$ cat config.mk
export PLATFORM = sky130hd
export DESIGN_NAME = input_conditioner
export DESIGN_NICKNAME = d
export VERILOG_FILES = /design/src/rtl/input_conditioner.sv
export SDC_FILE = /design/constraint.sdc
export NUM_CORES = 1
export LEC_CHECK = 0
export BUFFER_PORTS_ARGS = -buffer_cell sky130_fd_sc_hd__buf_2
export CAP_MARGIN = 20
export CELL_PAD_IN_SITES_DETAIL_PLACEMENT = 1
export CELL_PAD_IN_SITES_GLOBAL_PLACEMENT = 1
export CORE_ASPECT_RATIO = 0.75
export CORE_UTILIZATION = 35
export CTS_BUF_LIST = sky130_fd_sc_hd__clkbuf_8
export DETAILED_ROUTE_END_ITERATION = 10
export PLACE_DENSITY_LB_ADDON = 0.1
export SYNTH_ARGS = -nofsm -noshare
export SYNTH_HDL_FRONTEND = slang
export SYNTH_SLANG_ARGS = --single-unit
$ cat constraint.sdc
create_clock -name Clock -period 2 [get_ports Clock]
set_clock_uncertainty 0.15 [all_clocks]
set_input_delay 0.3 -clock Clock [delete_from_list [all_inputs] [get_ports Clock]]
set_output_delay 0.3 -clock Clock [all_outputs]
set_load 0.02 [all_outputs]
$ cat src/rtl/input_conditioner.sv
// Debounces the synchronized fork/crank sensors and Mode/Trip buttons and turns
// them into single-cycle event pulses for the cycle-computer core.
module input_conditioner #(
  parameter int unsigned SENSOR_DEBOUNCE   = 8,
  parameter int unsigned BUTTON_DEBOUNCE   = 256,
  parameter int unsigned LONG_PRESS_CYCLES = 32768
) (
  input  logic Clock,
  input  logic nReset,
  input  logic nFork,
  input  logic nCrank,
  input  logic nMode,
  input  logic nTrip,
  output logic ForkPulse,
  output logic CrankPulse,
  output logic ModePress,
  output logic TripPress,
  output logic ModeLong,
  output logic TripLong,
  output logic BothLong
);

  localparam int unsigned SW = $clog2(SENSOR_DEBOUNCE);
  localparam int unsigned BW = $clog2(BUTTON_DEBOUNCE);
  localparam int unsigned HW = $clog2(LONG_PRESS_CYCLES + 1);

  localparam logic [SW-1:0] SENS_LAST = SW'(SENSOR_DEBOUNCE - 1);
  localparam logic [BW-1:0] BTN_LAST  = BW'(BUTTON_DEBOUNCE - 1);
  localparam logic [HW-1:0] HOLD_MAX  = HW'(LONG_PRESS_CYCLES);
  localparam logic [HW-1:0] HOLD_DUE  = HW'(LONG_PRESS_CYCLES - 2);

  typedef enum logic [2:0] {
    IDLE,
    MODE_DN,
    TRIP_DN,
    BOTH_DN,
    LOCKOUT
  } btnStateT;

  logic [1:0]         sensRaw, sensLvl, sensPrev;
  logic [1:0][SW-1:0] sensCnt;
  logic [1:0]         btnRaw, btnLvl;
  logic [1:0][BW-1:0] btnCnt;

  btnStateT        state, stateNext;
  logic [HW-1:0]   hold;
  logic            m, t, longDue;
  logic            modePressNext, tripPressNext, modeLongNext, tripLongNext, bothLongNext;

  always_comb begin
    sensRaw = {nCrank, nFork};
    btnRaw  = {nTrip, nMode};
  end

  always_ff @(posedge Clock or negedge nReset) begin
    if (!nReset) begin
      sensLvl <= '1;
      sensCnt <= '0;
    end else begin
      for (int unsigned i = 0; i < 2; i++) begin
        if (sensRaw[i] == sensLvl[i]) begin
          sensCnt[i] <= '0;
        end else if (sensCnt[i] == SENS_LAST) begin
          sensLvl[i] <= sensRaw[i];
          sensCnt[i] <= '0;
        end else begin
          sensCnt[i] <= sensCnt[i] + SW'(1);
        end
      end
    end
  end

  always_ff @(posedge Clock or negedge nReset) begin
    if (!nReset) begin
      btnLvl <= '1;
      btnCnt <= '0;
    end else begin
      for (int unsigned i = 0; i < 2; i++) begin
        if (btnRaw[i] == btnLvl[i]) begin
          btnCnt[i] <= '0;
        end else if (btnCnt[i] == BTN_LAST) begin
          btnLvl[i] <= btnRaw[i];
          btnCnt[i] <= '0;
        end else begin
          btnCnt[i] <= btnCnt[i] + BW'(1);
        end
      end
    end
  end

  // Sensor pulse fires the cycle after the debounced level falls.
  always_ff @(posedge Clock or negedge nReset) begin
    if (!nReset) begin
      sensPrev   <= '1;
      ForkPulse  <= 1'b0;
      CrankPulse <= 1'b0;
    end else begin
      sensPrev   <= sensLvl;
      ForkPulse  <= sensPrev[0] & ~sensLvl[0];
      CrankPulse <= sensPrev[1] & ~sensLvl[1];
    end
  end

  always_comb begin
    m = ~btnLvl[0];
    t = ~btnLvl[1];
    // Decided one edge early so the registered pulse lands as H reaches the limit.
    longDue = (hold == HOLD_DUE);
  end

  always_comb begin
    stateNext     = state;
    modePressNext = 1'b0;
    tripPressNext = 1'b0;
    modeLongNext  = 1'b0;
    tripLongNext  = 1'b0;
    bothLongNext  = 1'b0;
    case (state)
      IDLE: begin
        if (m && t)  stateNext = BOTH_DN;
        else if (m)  stateNext = MODE_DN;
        else if (t)  stateNext = TRIP_DN;
      end
      MODE_DN: begin
        if (!m) begin
          modePressNext = 1'b1;
          stateNext     = IDLE;
        end else if (t) begin
          stateNext = BOTH_DN;
        end else if (longDue) begin
          modeLongNext = 1'b1;
          stateNext    = LOCKOUT;
        end
      end
      TRIP_DN: begin
        if (!t) begin
          tripPressNext = 1'b1;
          stateNext     = IDLE;
        end else if (m) begin
          stateNext = BOTH_DN;
        end else if (longDue) begin
          tripLongNext = 1'b1;
          stateNext    = LOCKOUT;
        end
      end
      BOTH_DN: begin
        if (!m || !t) begin
          stateNext = LOCKOUT;
        end else if (longDue) begin
          bothLongNext = 1'b1;
          stateNext    = LOCKOUT;
        end
      end
      LOCKOUT: begin
        if (!m && !t) stateNext = IDLE;
      end
      default: stateNext = IDLE;
    endcase
  end

  always_ff @(posedge Clock or negedge nReset) begin
    if (!nReset) begin
      state     <= IDLE;
      hold      <= '0;
      ModePress <= 1'b0;
      TripPress <= 1'b0;
      ModeLong  <= 1'b0;
      TripLong  <= 1'b0;
      BothLong  <= 1'b0;
    end else begin
      state <= stateNext;
      if (stateNext != state)  hold <= '0;
      else if (hold != HOLD_MAX) hold <= hold + HW'(1);
      ModePress <= modePressNext;
      TripPress <= tripPressNext;
      ModeLong  <= modeLongNext;
      TripLong  <= tripLongNext;
      BothLong  <= bothLongNext;
    end
  end

endmodule

==> After elaboration in Yosys (flattened, before gate mapping) <==
Index checks and enable logic that the tools add are counted.
{ "totals": {"out_inout_bits": 7, "wordCells": 91, "reg_bits": 54} }
{ "classes": {"eq_ne": 15, "reduce_logical": 9, "bitwise_logic": 10, "addsub": 5, "n_mux": 34} }
{ "ops": {"columns": ["op", "n"], "rows": [
  ["3-bit 2-to-1 mux", 14],
  ["16-bit 2-to-1 mux", 2],
  ["8-bit 2-to-1 mux", 4],
  ["16-bit by 1-bit adder with 16-bit output, second input constant", 1],
  ["8-bit by 1-bit adder with 8-bit output, second input constant", 2],
  ["16-bit by 15-bit == test with 1-bit output, second input constant", 1],
  ["8-bit == test, second input constant", 2],
  ["16-bit != test, second input constant", 1],
  ["3-bit case mux with 5 select lines", 1],
  ["1-bit 2-to-1 mux", 13],
  ["3-bit == test, second input constant", 3],
  ["1-bit NOT", 8],
  ["2-bit AND reduction", 4],
  ["3-bit by 1-bit adder with 3-bit output, second input constant", 2],
  ["3-bit by 2-bit == test with 1-bit output, second input constant", 2],
  ["1-bit == test", 4],
  ["3-bit by 1-bit == test with 1-bit output, second input constant", 1],
  ["3-bit logical NOT", 1],
  ["3-bit != test", 1],
  ["1-bit AND", 2],
  ["1-bit logical AND", 2],
  ["2-bit nonzero test", 1],
  ["1-bit logical OR", 1]
]} }

==> Depth between registers and ports, before layout <==
Gate-level depths: netlist (run 1).
{ "depth": {"depth_word": 7, "depth_mapped": 8, "ltp_nobuf": 7} }

==> Least setup slack after synthesis (run 1) <==
OpenSTA, ideal clock, no wires.
{ "synth_timing": {"path_kind": "register to register", "startpoint": "register hold[0]", "endpoint": "register hold[4]", "synth_period_minus_slack_ns": 2.040, "arrival_time_ns": 1.753, "n_path_buf": 1, "setup_time_ns": 0.137, "path_stages_with_launch": 9, "slack_ns": -0.040, "path_cell_list": "dfrtp_1 > inv_1 > ha_1 > nand3_1 > nor4_4 > o21ai_0 > nor2_2 > buf_6 > nor4_1"} }
{ "synth_between": {"elab_chain_cells": 7, "elab_cells_between_ends": 14, "classes_between": "add/sub (1); eq/ne (3); mux (9); reduce/logical (1)"} }
{ "synth_rtl": {"columns": ["item", "line", "rtl"], "rows": [
  ["start: declaration", "46", "logic [HW-1:0] hold;"],
  ["start signal: assignment", "173", "else if (hold != HOLD_MAX) hold <= hold + HW'(1);"],
  ["16-bit by 15-bit == test with 1-bit output", "108", "longDue = (hold == HOLD_DUE);"],
  ["3-bit 2-to-1 mux", "130, 141, 149", null],
  ["3-bit 2-to-1 mux (on tied branches)", "139, 128", null],
  ["3-bit 2-to-1 mux (on tied branches)", "136, 125", null],
  ["3-bit case mux with 5 select lines", "118", "case (state)"],
  ["3-bit != test", "172", "if (stateNext != state) hold <= '0;"],
  ["16-bit 2-to-1 mux or 2-bit nonzero test (tied branches)", null, null]
]} }
Parallel ways exist; a longest one is shown, timed or not. The select of a mux whose other input is x is not followed.
A chain may end at the register's enable or synchronous reset.

==> Worst setup path in the final report (run 1) <==
{ "layout_timing": {"startpoint": "register hold[0]", "endpoint": "register hold[8]"} }
The elaborated chain is that of the path after synthesis.

==> reports/qor.csv, run 1 <==
stage,metric,value,unit
status,status,finished with violations,
status,violations,negative setup slack,
worst_setup_path,ff2ff_path_depth,9,
yosys,seq_area_frac_synth,50.7,%
cts,htreeDepth,2,
sta,post-route-period-util,104,%
yosys,ys.flop_type,dfrtp_1,
power_and_ir_drop,p_per_area,776,nW/µm²
finish,final_area,3330,µm²
sta,post-route-worst-setup-slack,-87.2,ps
power_and_ir_drop,power.switching,0.000773,W
sta,slew_headroom,68.5,%
worst_setup_path,r2r_slack,-90,ps
worst_setup_path,start_kind,register,
power_and_ir_drop,p_int,0.00181,W
routing,wl,6040,µm
grt,grt_max_degree,34,
power_and_ir_drop,switching_share,29.9,%
power_and_ir_drop,p_leak,1.49,nW
place,place_congestion,0.794,
finish,drive_above_1_share,28.9,%
routing,first_pass_iters,4,
sta,hold_violations,0,
cts,cts_root_buf,clkbuf_8,
sta,worst_pin_slew,473,ps
yosys,yosysWarnings,0,
routing,vias,1950,
cts,cts_made_buffers,5,
finish,nNetsFinal,312,
yosys,synth_area,2680,µm²
yosys,synthCells,249,
routing,routed_via_density,4.89,
worst_setup_path,cp_max_fo,8,
flow_run,max-cap-violations,0,
cts,numClockSinks,54,
routing,drcViolationCount,0,
floorplan,coreArea,7360,µm²
sta,setup_viol,16,
power_and_ir_drop,power.share.clock,26.2,%
routing,wire_per_inst,15.1,µm
grt,grt_first_pass_wirelength,10100,µm
yosys,avgSynthCellArea,10.8,µm²
power_and_ir_drop,peakVddDrop,0.305,mV
floorplan,die_area,8010,µm²
yosys,async_reset_ff_share,100,%
grt,grt_pass1_vias,2009,
place,dpl.hpwl,4120,µm
floorplan,io-pin-count,13,
yosys,synth-seq-cells,54,
cts,cts.path.max_buffers,2,
cts,clkLatencyLatePin,320,ps
sta,max_freq,479,MHz
hold_path,min_from,nFork,
worst_setup_path,setup.worst_path.end,hold[8],
sta,rsz0062_at_grt,yes,
power_and_ir_drop,power_frac_seq,52.3,%
sta,maxSlewViolCount,0,
cts,clk_pin_slew_worst_paths,100,ps
routing,drtIter0Drc,31,
sta,finalCriticalPeriod,2090,ps
yosys,synth-edff-count,0,
yosys,synth_nets,264,
finish,antenna_cells,0,
worst_setup_path,worstReg2RegStart,hold[0],
yosys,ys_types,46,
grt,grt_usage,16.5,%
finish,fin_util,45.2,%
grt,antenna_found_initial,0,
routing,postRouteAntennaNets,0,
grt,grt.overflow.total,0,
cts,cts_tree,built,
floorplan,die_x,103,µm
worst_setup_path,crit_type,reg2reg,
finish,area_delta_synth_final,24.2,%
place,port_buffers,12,
worst_setup_path,crit_arrival,2160,ps
worst_setup_path,cp-startpoint,hold[0],
hold_path,hp-class,in2reg,
worst_setup_path,end_kind,register,
floorplan,initial_core_util,36.4,%
worst_setup_path,worstPathRequired,2070,ps
place,place_ws,-48.7,ps
floorplan,core.rowCount,27,
floorplan,die_height,77.8,µm
worst_setup_path,r2r-end,hold[8],
power_and_ir_drop,p_comb_share,21.4,%
place,placed_cell_area,3100,µm²
==> routing by layer <==
metal  part of all wire, %  wire length [µm]  up-vias  global-route usage, %
met2                    44              2650       19                   22.9
met3                   3.2               194        2                   5.68
li1                      -                 -      967                      -
met1                    52              3160      962                   24.5
met4                  0.48                29        0                   3.38
met5                     0                 0        -                      0
==> registers in the layout, indices dropped and copies added (netlist names) <==
signal / count
CrankPulse: 1
btnCnt: 16
TripPress: 1
sensLvl: 2
TripLong: 1
hold: 16
ModePress: 1
sensPrev: 2
btnLvl: 2
BothLong: 1
ForkPulse: 1
sensCnt: 6
state: 3
ModeLong: 1
==> power groups by stage <==
stage               sequential (W)  clock [W]  combinational [W]
floorplan                  0.00137          0           0.000304
global placement           0.00137          0           0.000500
detailed placement         0.00137          0           0.000509
CTS                        0.00135   0.000710           0.000518
global route               0.00138   0.000755           0.000625
finish                     0.00135   0.000679           0.000554
==> worst max-delay path: stages (launching register included) <==
cell and delay [ps]:
dfrtp_1 400, inv_2 90, ha_4 140, nand3_4 80, nor4_4 240, buf_4 200, nor3b_4 50, o32ai_4 350
clkbuf_16 240, nor4_1 50
==> cells in the mapped netlist, drive strengths merged, types with 8 or more instances <==
cell type	n	area, µm²
nor2	25	96.4
xnor2	17	149
nand3	16	80.1
nor4	19	134
dfrtp	48	1200
nor3	9	45.0
nand2	15	56.3
ha	9	113
nor2b	8	50.1
xor2	13	114
==> metrics by stage <==
stage / total power [W] / std cells / setup TNS [ps] / hold slack, ps
finish: 0.00259 / 399 / -900 / 86.6
CTS: 0.00258 / 395 / 0 / 72.4
global placement: 0.00187 / 385 / 0 / 138
global route: 0.00276 / 399 / -2190 / 75.0
floorplan: 0.00168 / 249 / 0 / -146
detailed placement: 0.00188 / 385 / -352 / 137
==> final cells by class <==
class	instances	area (µm²)
Clock buffer	6	82.6
Clock inverter	2	16.3
Fill cell	817	4040
Inverter	5	18.8
Multi-Input combinational cell	181	1310
Sequential cell	54	1360
Tap cell	101	126
Timing Repair Buffer	50	415
==> repair_timing <==
item,in CTS,in global routing
endpoints found under the setup margin,16,16
cloned,0,1
pin swaps,0,1
hold buffers,1,0
endpoints found under the hold margin,16,0
setup buffers,1,3
gates resized for setup,4,8
==> cell families (layout without fill, tap and decap cells) <==
| kind of cell | Yosys count | count (layout) | share of synthesized area [%] |
|---|---|---|---|
| simple gates | 120 | 120 | 25.4 |
| flops | 54 | 54 | 50.7 |
| xor+xnor | 30 | 30 | 9.80 |
| compound gates | 17 | 17 | 5.14 |
| buf+inv | 14 | 63 | 2.75 |
| fa+ha+maj | 10 | 10 | 4.58 |
| mux | 4 | 4 | 1.68 |
==> placed cells by master (no fill, tap or decap), types with 5 or more instances in the layout <==
master,n
nand3_1,15
buf_2,12
and3_1,5
dfrtp_1,48
dfstp_2,6
nor4_1,15
xnor2_1,17
xor2_1,13
nor2_1,24
nor3_1,8
clkbuf_8,6
nor2b_1,8
ha_1,8
buf_4,32
nand2_1,15
and2_1,5
==> worst min-delay path by stage <==
stage / endpoint / slack, ps / depth (start not counted)
floorplan: BothLong / -150 / 0
global placement: sensCnt[2] / 140 / 1
detailed placement: sensCnt[2] / 140 / 1
CTS: btnLvl[0] / 70 / 2
global route: btnLvl[0] / 70 / 2
finish: sensLvl[0] / 90 / 2
No activity file was read; power rests on OpenSTA's default activity.
==> run 2, diff against run 1 <==
--- a/config.mk
+++ b/config.mk
@@ -10,7 +10,7 @@
 export CELL_PAD_IN_SITES_DETAIL_PLACEMENT = 1
 export CELL_PAD_IN_SITES_GLOBAL_PLACEMENT = 1
 export CORE_ASPECT_RATIO = 0.75
-export CORE_UTILIZATION = 35
+export CORE_UTILIZATION = 46
 export CTS_BUF_LIST = sky130_fd_sc_hd__clkbuf_8
 export DETAILED_ROUTE_END_ITERATION = 10
 export PLACE_DENSITY_LB_ADDON = 0.1
==> reports/qor.csv, run 2 (synthesis gave the netlist of run 1 again) <==
stage,metric,value,unit,change
status,violations,negative setup slack,,
power_and_ir_drop,p_comb_share,21.1,%,-0.3 points
power_and_ir_drop,p_leak,1.46,nW,-2.1%
power_and_ir_drop,p_per_area,789,nW/µm²,+1.7%
sta,post-route-worst-setup-slack,-89.2,ps,-2.05 ps
routing,postRouteAntennaNets,0,,unchanged
cts,clk_pin_slew_worst_paths,100,ps,about the same
power_and_ir_drop,power.switching,0.000765,W,-1.1%
sta,worst_pin_slew,539,ps,+66.6 ps
sta,maxSlewViolCount,0,,unchanged
finish,top_regs,"btnCnt: 16 flops, hold: 16 flops, sensCnt: 6 flops",,
floorplan,die_x,90.1,µm,-13%
floorplan,io-pin-count,13,,unchanged
floorplan,coreArea,5470,µm²,-26%
power_and_ir_drop,peakVddDrop,0.434,mV,+42%
place,place_congestion,0.834,,+5.1%
power_and_ir_drop,p_int,0.00179,W,-1.2%
cts,cts_root_buf,clkbuf_8,,
grt,use_met2,39.7,%,+17 points
place,placedCellCount,356,,-7.5%
worst_setup_path,setup.worst_path.end,hold[5],,
hold_path,hp-class,in2reg,,
finish,drive_above_1_share,28.7,%,-0.14 points
worst_setup_path,worstPathRequired,2050,ps,-20 ps
finish,final_cell_mix,"48 x dfrtp_1, 32 x buf_4, 24 x nor2_1",,
place,port_buffers,12,,unchanged
floorplan,die_area,6140,µm²,-23%
grt,grt_first_pass_wirelength,10500,µm,+3.8%
routing,drcViolationCount,0,,unchanged
sta,rsz0062_at_grt,yes,,
grt,grt.overflow.total,0,,unchanged
grt,grt_usage,22.3,%,+5.8 points
routing,wire_per_inst,16.9,µm,+11%
grt,grt_max_degree,25,,-26%
cts,clkLatencyLatePin,310,ps,about the same
routing,drtIter0Drc,79,,+150%
grt,grtUsageMet1,28.6,%,+4.1 points
worst_setup_path,start_kind,register,,
place,dpl.hpwl,4180,µm,+1.3%
cts,cts_made_buffers,5,,unchanged
grt,grt_busiest_layer,met2,,
worst_setup_path,crit_type,reg2reg,,
worst_setup_path,ff2ff_path_depth,9,,unchanged
flow_run,max-cap-violations,0,,unchanged
sta,post-route-period-util,104,%,about the same
worst_setup_path,cp_max_fo,16,,+8
worst_setup_path,end_kind,register,,
power_and_ir_drop,power.share.clock,26.0,%,-0.2 points
floorplan,initial_core_util,49.0,%,+13 points
sta,slew_headroom,64.0,%,-4.4 points
place,placed_cell_area,3020,µm²,-2.6%
routing,first_pass_iters,4,,unchanged
cts,cts.path.max_buffers,2,,unchanged
power_and_ir_drop,power_frac_seq,53.0,%,+0.7 points
cts,htreeDepth,2,,unchanged
worst_setup_path,cp-startpoint,hold[0],,
sta,finalCriticalPeriod,2090,ps,+2.05 ps
routing,vias,2004,,+2.8%
worst_setup_path,crit_arrival,2140,ps,-20 ps
finish,antenna_cells,0,,unchanged
finish,layout_commonest_cell,dfrtp_1,,
grt,grt_use_met3,3.67,%,-2.0 points
worst_setup_path,worstReg2RegStart,hold[0],,
sta,setup_viol,16,,unchanged
sta,max_freq,479,MHz,about the same
routing,routed_via_density,5.40,,+11%
finish,nNetsFinal,310,,-0.64%
cts,numClockSinks,54,,unchanged
floorplan,die_height,68.1,µm,-12%
cts,cts_tree,built,,
finish,final_area,3240,µm²,-2.8%
sta,hold_violations,0,,unchanged
power_and_ir_drop,switching_share,29.9,%,+0.031 points
routing,wl,6260,µm,+3.6%
worst_setup_path,r2r_slack,-90,ps,about the same
finish,area_delta_synth_final,20.8,%,
finish,fin_cells,371,,-7.0%
worst_setup_path,r2r-end,hold[5],,
grt,grt_pass1_vias,2141,,+6.6%
grt,antenna_found_initial,0,,unchanged
status,status,finished with violations,,
floorplan,core.rowCount,23,,-15%
## run 2: cell types whose count changed in the layout (fill, tap and decap cells not counted), sizes merged
cell    previous run  this run
buf               48        47
clkbuf             7         6
## run 2: final cells by class
type	count	area, µm²
Clock inverter	2	16.3
Fill cell	608	2230
Timing Repair Buffer	48	370
Sequential cell	54	1360
Clock buffer	6	82.6
Tap cell	75	93.8
Multi-Input combinational cell	181	1300
Inverter	5	18.8
## run 2: worst min-delay path by stage
| stage | from | endpoint | slack [ps] | cells past startpoint |
|---|---|---|---|---|
| after global routing | nCrank | sensLvl[1] | 80 | 2 |
| after floorplan | nReset | BothLong | -150 | 0 |
| after CTS | nCrank | sensLvl[1] | 90 | 2 |
| after global placement | nReset | sensCnt[4] | 170 | 1 |
| after detailed placement | nReset | sensCnt[4] | 170 | 1 |
| final | nFork | sensLvl[0] | 90 | 2 |
## run 2: power by group through the flow
stage	sequential (W)	clock, W	combinational, W
after global placement	0.00137	0	0.000466
final	0.00135	0.000663	0.000539
after floorplan	0.00137	0	0.000304
after global routing	0.00137	0.000724	0.000604
after detailed placement	0.00138	0	0.000482
after CTS	0.00136	0.000685	0.000531
## run 2: repair_timing
item	in CTS	in global routing
resized for setup	5	3
hold buffers	1	0
setup endpoints to repair	16	16
pin swaps	1	1
buffers inserted	4	2
hold endpoints to repair	20	0
## run 2: metrics by stage
stage | setup slack (ps) | hold slack, ps | total power, W | TNS, ps | util (%)
3_5_place_dp | -72.7 | 167 | 0.00186 | -999 | 55.3
2_1_floorplan | 35.3 | -146 | 0.00168 | 0 | -
4_1_cts | 25.6 | 86.6 | 0.00257 | 0 | 58.6
3_3_place_gp | -30.1 | 167 | 0.00184 | -447 | 55.3
6_report | -89.2 | 94.8 | 0.00255 | -1330 | 59.2
5_1_grt | -185 | 81.7 | 0.00270 | -2720 | 59.2
## run 2: metal layers
metal	vias to the layer above	part of all wire [%]
met5	-	0
met4	0	0.77
met3	4	2.6
met2	25	49
met1	1011	48
li1	964	-
## run 2: critical path, cell delays in order (launching register included)
cell     delay, ps
dfrtp_1        390
inv_1           80
ha_1           170
nand3_2        110
nor4_4         310
buf_4          190
nor3b_2         60
o32ai_4        240
buf_12         200
nor4_2          60
